$ cat config.mk
export PLATFORM = sky130hd
export DESIGN_NAME = timer_bus_master
export DESIGN_NICKNAME = d
export VERILOG_FILES = /design/src/rtl/timer_bus_master.sv
export SDC_FILE = /design/constraint.sdc
export NUM_CORES = 1
export LEC_CHECK = 0
export BUFFER_PORTS_ARGS = -buffer_cell sky130_fd_sc_hd__buf_2
export CAP_MARGIN = 10
export CORE_MARGIN = 2
export CORE_UTILIZATION = 53
export DETAILED_ROUTE_END_ITERATION = 7
export PLACE_DENSITY = 0.77
export SYNTH_ARGS = -nofsm -noshare
export SYNTH_HDL_FRONTEND = slang
export SYNTH_SLANG_ARGS = --single-unit
export TNS_END_PERCENT = 20
$ cat constraint.sdc
create_clock -name clk -period 2.9 [get_ports clk]
set_input_delay 0.145 -clock clk [delete_from_list [all_inputs] [get_ports clk]]
set_output_delay 0.145 -clock clk [all_outputs]
set_load 0.1 [all_outputs]
$ cat src/rtl/timer_bus_master.sv
// Upstream requester for the timer peripheral: queues CPU register commands in a FIFO
// and issues them one at a time over req/gnt, returning read data or a timeout error.
module timer_bus_master #(
    parameter int P_ADDR_WIDTH   = 8,
    parameter int P_DATA_WIDTH   = 16,
    parameter int CMD_DEPTH      = 4,
    parameter int TIMEOUT_CYCLES = 16
) (
    input  logic                              clk,
    input  logic                              reset,
    input  logic                              cmd_valid,
    output logic                              cmd_ready,
    input  logic                              cmd_write,
    input  logic [P_ADDR_WIDTH-1:0]           cmd_addr,
    input  logic [P_DATA_WIDTH-1:0]           cmd_wdata,
    output logic                              rsp_valid,
    input  logic                              rsp_ready,
    output logic [P_DATA_WIDTH-1:0]           rsp_rdata,
    output logic                              rsp_err,
    output logic                              req,
    input  logic                              gnt,
    output logic [P_ADDR_WIDTH-1:0]           addr,
    output logic [P_DATA_WIDTH-1:0]           wdata,
    output logic                              write_en,
    input  logic [P_DATA_WIDTH-1:0]           rdata,
    output logic                              busy,
    output logic [$clog2(CMD_DEPTH+1)-1:0]    cmd_level
);

    localparam int PTR_W = $clog2(CMD_DEPTH);
    localparam int LVL_W = $clog2(CMD_DEPTH + 1);
    localparam int CNT_W = $clog2(TIMEOUT_CYCLES);
    localparam int ENT_W = 1 + P_ADDR_WIDTH + P_DATA_WIDTH;

    typedef enum logic [1:0] {
        S_IDLE,
        S_REQ,
        S_RESP
    } state_t;

    state_t            state;
    state_t            state_next;
    logic [ENT_W-1:0]  fifo_mem [CMD_DEPTH];
    logic [PTR_W-1:0]  wr_ptr;
    logic [PTR_W-1:0]  rd_ptr;
    logic [ENT_W-1:0]  head;
    logic              fifo_empty;
    logic              fifo_full;
    logic              push;
    logic              pop;
    logic              timeout_hit;
    logic [CNT_W-1:0]  tmo_cnt;

    assign fifo_empty = (cmd_level == '0);
    assign fifo_full  = (cmd_level == LVL_W'(CMD_DEPTH));
    assign cmd_ready  = !fifo_full;
    assign push       = cmd_valid && cmd_ready;
    assign head       = fifo_mem[rd_ptr];

    // Command storage carries no reset; only pointers and level define its contents.
    always_ff @(posedge clk) begin
        if (push) begin
            fifo_mem[wr_ptr] <= {cmd_write, cmd_addr, cmd_wdata};
        end
    end

    always_ff @(posedge clk) begin
        if (reset) begin
            wr_ptr    <= '0;
            rd_ptr    <= '0;
            cmd_level <= '0;
        end else begin
            if (push) begin
                wr_ptr <= wr_ptr + PTR_W'(1);
            end
            if (pop) begin
                rd_ptr <= rd_ptr + PTR_W'(1);
            end
            case ({push, pop})
                2'b10:   cmd_level <= cmd_level + LVL_W'(1);
                2'b01:   cmd_level <= cmd_level - LVL_W'(1);
                default: ;
            endcase
        end
    end

    always_ff @(posedge clk) begin
        if (reset) begin
            state <= S_IDLE;
        end else begin
            state <= state_next;
        end
    end

    always_comb begin
        state_next = state;
        case (state)
            S_IDLE: begin
                if (!fifo_empty) begin
                    state_next = S_REQ;
                end
            end
            S_REQ: begin
                if (gnt || timeout_hit) begin
                    state_next = S_RESP;
                end
            end
            S_RESP: begin
                if (rsp_valid && rsp_ready) begin
                    state_next = S_IDLE;
                end
            end
            default: state_next = S_IDLE;
        endcase
    end

    always_comb begin
        pop         = 1'b0;
        timeout_hit = 1'b0;
        busy        = 1'b0;
        pop         = (state == S_IDLE) && !fifo_empty;
        timeout_hit = (state == S_REQ) && (tmo_cnt == CNT_W'(TIMEOUT_CYCLES - 1));
        busy        = (state != S_IDLE) || !fifo_empty;
    end

    // Peripheral-side and response outputs are all flops; gnt wins over a same-cycle timeout.
    always_ff @(posedge clk) begin
        if (reset) begin
            req       <= 1'b0;
            addr      <= '0;
            wdata     <= '0;
            write_en  <= 1'b0;
            tmo_cnt   <= '0;
            rsp_valid <= 1'b0;
            rsp_rdata <= '0;
            rsp_err   <= 1'b0;
        end else begin
            case (state)
                S_IDLE: begin
                    if (pop) begin
                        {write_en, addr, wdata} <= head;
                        req     <= 1'b1;
                        tmo_cnt <= '0;
                    end
                end
                S_REQ: begin
                    if (gnt) begin
                        rsp_rdata <= write_en ? '0 : rdata;
                        rsp_err   <= 1'b0;
                        req       <= 1'b0;
                        rsp_valid <= 1'b1;
                    end else if (timeout_hit) begin
                        rsp_rdata <= '0;
                        rsp_err   <= 1'b1;
                        req       <= 1'b0;
                        rsp_valid <= 1'b1;
                    end else begin
                        tmo_cnt <= tmo_cnt + CNT_W'(1);
                    end
                end
                S_RESP: begin
                    if (rsp_ready) begin
                        rsp_valid <= 1'b0;
                    end
                end
                default: ;
            endcase
        end
    end

endmodule
# Word-level counts from Yosys, hierarchy flattened
# Memory sizes are Yosys's and may differ from the RTL's. A register that Yosys moved wholly into a read port is not among the register bits.
# Index checks and enable logic that the tools add are counted.
# totals
n_memories,1
input_bits,46
wordCells,73
ram_bits,100
ff_bits,32
out_inout_bits,49
# classes
reduce_logical,21
n_eq_ne,14
mux,23
n_addsub,5
# memory_table
memory,depth,word_bits,read_ports,rd_ports_with_merged_regs,write_ports,line,rtl
fifo_mem,4,25,1,1,1,43,logic [ENT_W-1:0] fifo_mem [CMD_DEPTH];
# ops
operator,n
$mux 16,3
$ne 2x2->1 const B,7
$mux 4,3
$reduce_bool 2->1,5
$mux 1,9
$reduce_and 3->1,3
$pmux 4 s2,1
$mux 2,3
$pmux 2 s3,1
$pmux 3 s2,1
$add 2x1->2 const B,2
$add 4x1->4 const B,1
$eq 2x1->1 const B,2
$eq 2x2->1 const B,2
$eq 4x4->1 const B,1
$logic_and 1x1->1,4
$pmux 1 s2,2
$reduce_and 2->1,2
$reduce_and 4->1,1
$add 3x1->3 const B,1
$eq 3x3->1 const B,1
$logic_not 3->1,1
$ne 3x3->1 const B,1
$sub 3x1->3 const B,1
3 further kinds,5

# Depth between registers and ports, before layout
# Gate-level depths: netlist of the first run.
# logic_depth
ltp_word,5
ltp_mapped,9

# Worst setup path after synthesis of the first run
# Ideal clock, no wire load.
# synth_path
path_type,flip-flop to flip-flop
from,register cmd_level[2]
to,register cmd_level[2]
setup_time_ps,70
period_less_slack_ps,3090
path_stages_with_launch,10
arrival_time_ps,3019
path_buffers,1
path_slack_ps,-190
path_cell_list,dfxtp_1 or3b_1 buf_2 nand2_1 ha_1 inv_1 fa_1 xor2_1 or3_1 a21oi_1
# synth_via
elab_chain_cells,5
# synth_lines
item,line,rtl
"start, declared",27,output logic [$clog2(CMD_DEPTH+1)-1:0] cmd_level
"start signal, assigned",80,2'b10: cmd_level <= cmd_level + LVL_W'(1);
"start signal, assigned",81,2'b01: cmd_level <= cmd_level - LVL_W'(1);
$eq 3x3->1 (*),55,assign fifo_full = (cmd_level == LVL_W'(CMD_DEPTH));
$logic_not 1->1 (*),56,assign cmd_ready = !fifo_full;
net cmd_ready,12,"output logic cmd_ready,"
$logic_and 1x1->1 (*),57,assign push = cmd_valid && cmd_ready;
$eq 2x1->1 or $eq 2x2->1 (tied branches),79,"case ({push, pop})"
$pmux 3 s2 or $reduce_bool 2->1 (tied branches),--,
# The timed path passes the listed nets; every way through them passes the cells marked *.
# A chain may end at the register's enable or synchronous reset.

# Final worst setup path of the first run
# layout_path
from,register cmd_level[0]
to,register cmd_level[2]
# layout_via
elab_chain_cells,5
# layout_lines
item,line
$eq 3x3->1 or $logic_not 3->1 (tied branches),"55, 54"
$logic_not 1->1 (on tied branches),"56, 121"
$logic_and 1x1->1 (on tied branches),"57, 121"
$eq 2x1->1 or $eq 2x2->1 (tied branches),79
$pmux 3 s2 or $reduce_bool 2->1 (tied branches),--
# Several ways; a longest one is shown, not always the timed one.

==> out/metrics.cfg, run 1 <==
[placement]
routabilityCongestion = 0.738
dp_hpwl_mm = 6.50
placed_cells_incl_taps = 546
port_buffers = 94

[critical_path]
cp.required_ns = 3.33
cp_cell_sequence = or3b_1, nand2_1, ha_1, inv_1, fa_1, xor2_1, or3_1, a21oi_1
path_delay_family = simple AND/OR/NAND/NOR gates
r2r-end = cmd_level[2]
crit_type = flop to flop
ff2ff_setup_slack_ns = 0.49
worst_path_max_delay_cell = or3b_1
path_buf_inv = 1
end_kind = flop
startpoint_type = flop
slowest_delay_ns = 0.53
path_max_fanout = 10
r2r-start = cmd_level[0]
r2r_cells = 8
worst_ep_arrival_time_ns = 2.84

[cts]
cts_hold_buf = 44
ctsResizeCount = 0
cts_tree = built
cts_buffer_depth = 2
htree_num_levels = 4
clk_latency_ns = 0.52
clock-root-buffer = clkbuf_8
cts_buffers = 17
cts.sinks = 157
post_cts_buffers = 0
clkSlewWorstSetupHoldPaths_ns = 0.06

[synthesis]
synth_top_area_share_pct = 52.3
synth_top_family_by_area = multiplexers
synth-adder-area-share_pct = 1.66
yosysSeqAreaShare_pct = 72.1
synth.distinct_cells = 41
netlist_area_mm2 = 0.00574
synth_nets = 376
synth_compound_area_share_pct = 9.52
synth_most_common_cell = edfxtp_1
yosys.area_share.simple_pct = 4.31
synth_cells = 323
synthTopCellsByArea = edfxtp_1, dfxtp_1, mux4_2, a22o_1, ha_1
yosysTopAreaCell = edfxtp_1
ys.flop_type = edfxtp_1
synthMuxAreaShare_pct = 9.80
yosys.area_share.xor_xnor_pct = 0.305
synth_edf_count = 100
ys_ff_latch = 157
synth_common_cells = edfxtp_1, dfxtp_1, a22o_1
avgSynthCellArea_um2 = 17.8
ys_warn_count = 0
async_reset_ff_share_pct = 0

[drt]
top_layer = met4
detail-route-antenna-nets = 0
routed_wirelength_mm = 11.2
firstDrtPassIters = 5
wl_met2_mm = 5.96
wl_met1_mm = 4.68
drtIter0Drc = 181
met3_length_um = 338
viasPerCell = 5.49
wl_per_cell_um = 18.0
drc = 0
route.vias.total = 3413

[timing]
rsz0062_at_grt = false
fmax_ghz = 0.414
fin_crit_ns = 2.41
finClkSkew_ns = 0.00868
worstMarginPinSlew_ns = 1.14
report.final.slew_viol_count = 0
final-setup-viol-count = 0
hold_violations = 0
slew_headroom_pct = 23.8
fin_tns_setup_ns = 0
final.period_utilization_pct = 83.2

[power]
vdd_drop_max_mv = 0.702
p_int_uw = 4690
power_frac_clock_pct = 24.8
comb_power_share_pct = 38.0
switchingPower_uw = 3450
seqPwrFrac_pct = 37.1
p_sw_share_pct = 42.4
leakagePower_uw = 0.00281
p_per_area_mw_per_mm2 = 1110
fin_total_pwr_uw = 8140

[status]
status = completed

[layout]
antenna_cells = 0
syn2layout_area_growth_pct = 27.7
drive_above_1_share_pct = 34.2
final_cells = 622
final_net_count = 522

[grt]
antenna_found_initial = 0
grt_pass1_vias = 3554
grt_max_degree = 27
overflow = 0
grt_util_all_layers_pct = 20.5
grt_pass1_wl_mm = 17.7

[min_path]
hold_class = input pin to flop
hold_path_depth = 2
min_from = reset
min_to = cmd_level[0]

[floorplanning]
die-area_mm2 = 0.0117
core-area_mm2 = 0.0107
dieWidth_um = 108
rows = 38
start_util_pct = 53.7
fp.dieH_um = 108
pin_count = 95

[flow_run]
maxCapViolations = 0

per-layer routing:
layer,vias to the layer above,GRT usage (%)
met1,1731,24.5
met2,73,35.5
met5,-,0
met3,20,5.24
li1,1589,-
met4,0,8.61
stage by stage:
stage | util (%) | hold WS [ns] | instance area (um^2) | worst slack [ns]
4_1_cts | 68.6 | 0.00784 | 7340 | 0.503
3_5_place_dp | 59.4 | 0.364 | 6350 | 0.519
2_1_floorplan | - | 0.242 | 5750 | 0.0226
6_report | 68.6 | 0.0280 | 7340 | 0.486
3_3_place_gp | 59.4 | 0.356 | 6350 | 0.684
5_1_grt | 68.6 | 0.0312 | 7340 | 0.398
power groups by stage:
| stage | Clock (uW) | Sequential [uW] | Combinational, uW |
|---|---|---|---|
| finish | 2020 | 3020 | 3100 |
| global route | 2150 | 3070 | 3230 |
| detailed placement | 0 | 3070 | 3050 |
| global placement | 0 | 3040 | 3020 |
| floorplan | 0 | 4580 | 1020 |
| CTS | 2050 | 3020 | 3110 |
cells by family (layout without fill, tap and decap cells):
group | Yosys count | after routing
flip-flops | 157 | 157
XOR/XNOR | 2 | 2
buffers and inverters | 23 | 182
adder cells (fa/ha/maj) | 7 | 7
multiplexers | 25 | 25
AND/OR/NAND/NOR | 40 | 40
AO/OA/AOI/OAI | 69 | 69
worst max path at each step:
| stage | startpoint | to | slack [ns] | cells after the start |
|---|---|---|---|---|
| 3_5_place_dp | cmd_level[0] | cmd_level[2] | 0.52 | 8 |
| 6_report | cmd_level[0] | cmd_level[2] | 0.49 | 8 |
| 5_1_grt | cmd_level[0] | cmd_level[2] | 0.40 | 8 |
| 4_1_cts | cmd_level[0] | cmd_level[2] | 0.50 | 8 |
| 3_3_place_gp | cmd_level[0] | cmd_level[2] | 0.68 | 8 |
| 2_1_floorplan | cmd_level[0] | fifo_mem[1][0] | 0.02 | 3 |
cell type report:
type,instances,area (um^2)
clock buffer,21,449
timing repair buffer,144,981
multi-input combinational,143,1470
fill,724,3360
tap,140,175
inverter,6,22.5
clock inverter,11,92.6
sequential,157,4150
state kept, by name, indices dropped and copies added, names as in the netlist:
| name | count |
|---|---|
| req | 1 |
| fifo_mem | 100 |
| rd_ptr | 2 |
| write_en | 1 |
| wdata | 16 |
| rsp_valid | 1 |
| rsp_rdata | 16 |
| tmo_cnt | 4 |
| cmd_level | 3 |
| rsp_err | 1 |
| addr | 8 |
| state | 2 |
| wr_ptr | 2 |
cell usage in the layout (no fill, tap or decap), types with 2 or more instances in the layout:
cell type,instances
mux4_2,25
nor2_1,8
clkbuf_1,2
clkbuf_16,16
buf_4,4
inv_6,2
or3_1,3
o21ai_0,4
nand3_1,5
ha_1,6
xor2_1,2
nand3b_1,2
inv_1,6
buf_12,2
buf_2,94
nand2_1,5
clkbuf_8,3
dfxtp_1,55
a21oi_1,11
and3_1,6
a21o_1,4
a31o_2,2
edfxtp_1,100
dlygate4sd3_1,44
clkinv_2,5
a22o_1,41
dfxtp_2,2
Power figures use the tool's default switching activity.
==> inputs of run 2 (changes only) <==
clock period = 2.5 ns   (was 2.9 ns; I/O delays follow)
==> run 2 against run 1 <==
Non-clock buffer count is 7 higher; sequential power is 16% higher; combinational power is 19% higher; sequential share of layout area fell by 0.40 points; hold slack better by 0.32 ns; total power is 17% higher; wire length rose by 6.3%; clock power grew 13%; largest cell class unchanged; sequential cell count unchanged; core utilization rose by 0.61 points.
==> out/metrics.cfg, run 2 (synthesis gave the netlist of run 1 again) <==
[status]
status = completed

[critical_path]
r2r_cells = 8
path_buf_inv = 1
worst_ep_arrival_time_ns = 2.60
crit_cells = 8
worst_path_max_delay_cell = dfxtp_1
slowest_delay_ns = 0.37
crit_path_end = cmd_level[2]
path_delay_family = simple AND/OR/NAND/NOR gates
startpoint_type = flop
crit_start = state[1]
cp.required_ns = 2.94
r2r-start = state[1]
crit_type = flop to flop
path_max_fanout = 7
ff2ff_setup_slack_ns = 0.34
r2r-end = cmd_level[2]
cp_cell_sequence = or2_1, nor2_1, ha_1, inv_1, fa_1, xor2_1, or3_1, a21oi_1
end_kind = flop

[grt]
overflow = 0
grt_pass1_vias = 3534
grt_pass1_wl_mm = 18.3
grt_max_degree = 20
grt_util_all_layers_pct = 21.4
antenna_found_initial = 0

[floorplanning]
pin_count = 95
fp.dieH_um = 108
dieWidth_um = 108
start_util_pct = 53.7
die-area_mm2 = 0.0117
core-area_mm2 = 0.0107
rows = 38

[layout]
layout_commonest_cell = edfxtp_1
largest_reg_flops = 100
fillCellCount = 719
final_cell_mix = edfxtp_1, buf_2, dfxtp_1, dlygate4sd3_1, a22o_1
drive_above_1_share_pct = 36.0
top_register = fifo_mem
reg.largest.list = fifo_mem x100, rsp_rdata x16, wdata x16
syn2layout_area_growth_pct = 28.9
utilization_pct = 69.2
antenna_cells = 0
final_net_count = 529

[cts]
cts_buffer_depth = 2
clkSlewWorstSetupHoldPaths_ns = 0.07
post_cts_buffers = 0
cts_tree = built
cts_buffers = 17
clock-root-buffer = clkbuf_8
clk_latency_ns = 0.52
htree_num_levels = 4
cts.sinks = 157

[timing]
final-setup-viol-count = 0
rsz0062_at_grt = false
hold_violations = 0
fin_ws_ns = 0.343
worstMarginPinSlew_ns = 0.773
fin_crit_ns = 2.16
fin_tns_setup_ns = 0
fmax_ghz = 0.464
report.final.slew_viol_count = 0
holdWs_ns = 0.353
slew_headroom_pct = 48.5
finClkSkew_ns = 0.00715
final.period_utilization_pct = 86.3

[drt]
wl_per_cell_um = 18.9
route.vias.total = 3447
viasPerCell = 5.48
routed_wirelength_mm = 11.9
drtIter0Drc = 193
drc = 0
firstDrtPassIters = 4
detail-route-antenna-nets = 0

[placement]
routabilityCongestion = 0.777
port_buffers = 94
dp_hpwl_mm = 7.12
place_ws_ns = 0.363

[min_path]
hold_class = input pin to flop

[power]
vdd_drop_max_mv = 1.03
leakagePower_uw = 0.00283
p_per_area_mw_per_mm2 = 1280

[flow_run]
maxCapViolations = 0

## run 2: cell types whose count changed in the layout (fill, tap and decap cells not counted), moves of 2 or more
cell / previous run / this run
buf_4: 4 / 9
clkbuf_1: 2 / 0
clkbuf_8: 3 / 1
clkinv_2: 5 / 3
clkinv_4: 1 / 4
clkinvlp_4: 1 / 4
dfxtp_1: 55 / 53
dfxtp_4: 0 / 2
## run 2: worst min-delay path by stage
stage                 endpoint     startpoint  cells past startpoint
6_report        fifo_mem[2][5]   cmd_wdata[5]                      2
5_1_grt        fifo_mem[2][15]  cmd_wdata[15]                      2
4_1_cts           rsp_rdata[6]       rdata[6]                      3
3_5_place_dp     rsp_rdata[10]      rdata[10]                      2
3_3_place_gp    fifo_mem[2][3]   cmd_wdata[3]                      1
2_1_floorplan          rsp_err            gnt                      1
## run 2: what timing repair did
item,CTS,global route
hold buffers,45,0
gates resized for setup,0,0
hold endpoints to repair,123,0
## run 2: power by group
group | internal [uW] | total, uW | switching (uW)
clock network | 1230 | 2290 | 1060
logic | 910 | 3690 | 2780
registers | 3220 | 3500 | 282
total | 5360 | 9480 | 4120
## run 2: final cells by class
cell class	count	area, um^2	area share [%]
sequential	157	4150	56.1
inverter	6	22.5	0.304
multi-input combinational	143	1470	19.9
tap	140	175	2.37
clock buffer	17	414	5.59
clock inverter	15	118	1.59
timing repair buffer	151	1050	14.2
## run 2: layer usage
metal  routed length, um  part of all wire [%]  vias up  GRT usage, %
met5                   0                     0        -             0
met4                 173                   1.5        0          7.23
met3                 446                   3.7       13          5.73
met2                6330                    53       87          36.4
met1                4970                    42     1742          26.6
li1                    -                     -     1605             -
## run 2: through the flow
stage,total power [uW],cells,cell area (um^2)
3_5_place_dp,7180,552,6420
2_1_floorplan,6510,323,5760
4_1_cts,9510,629,7400
3_3_place_gp,7110,552,6420
6_report,9480,629,7400
5_1_grt,9810,629,7400
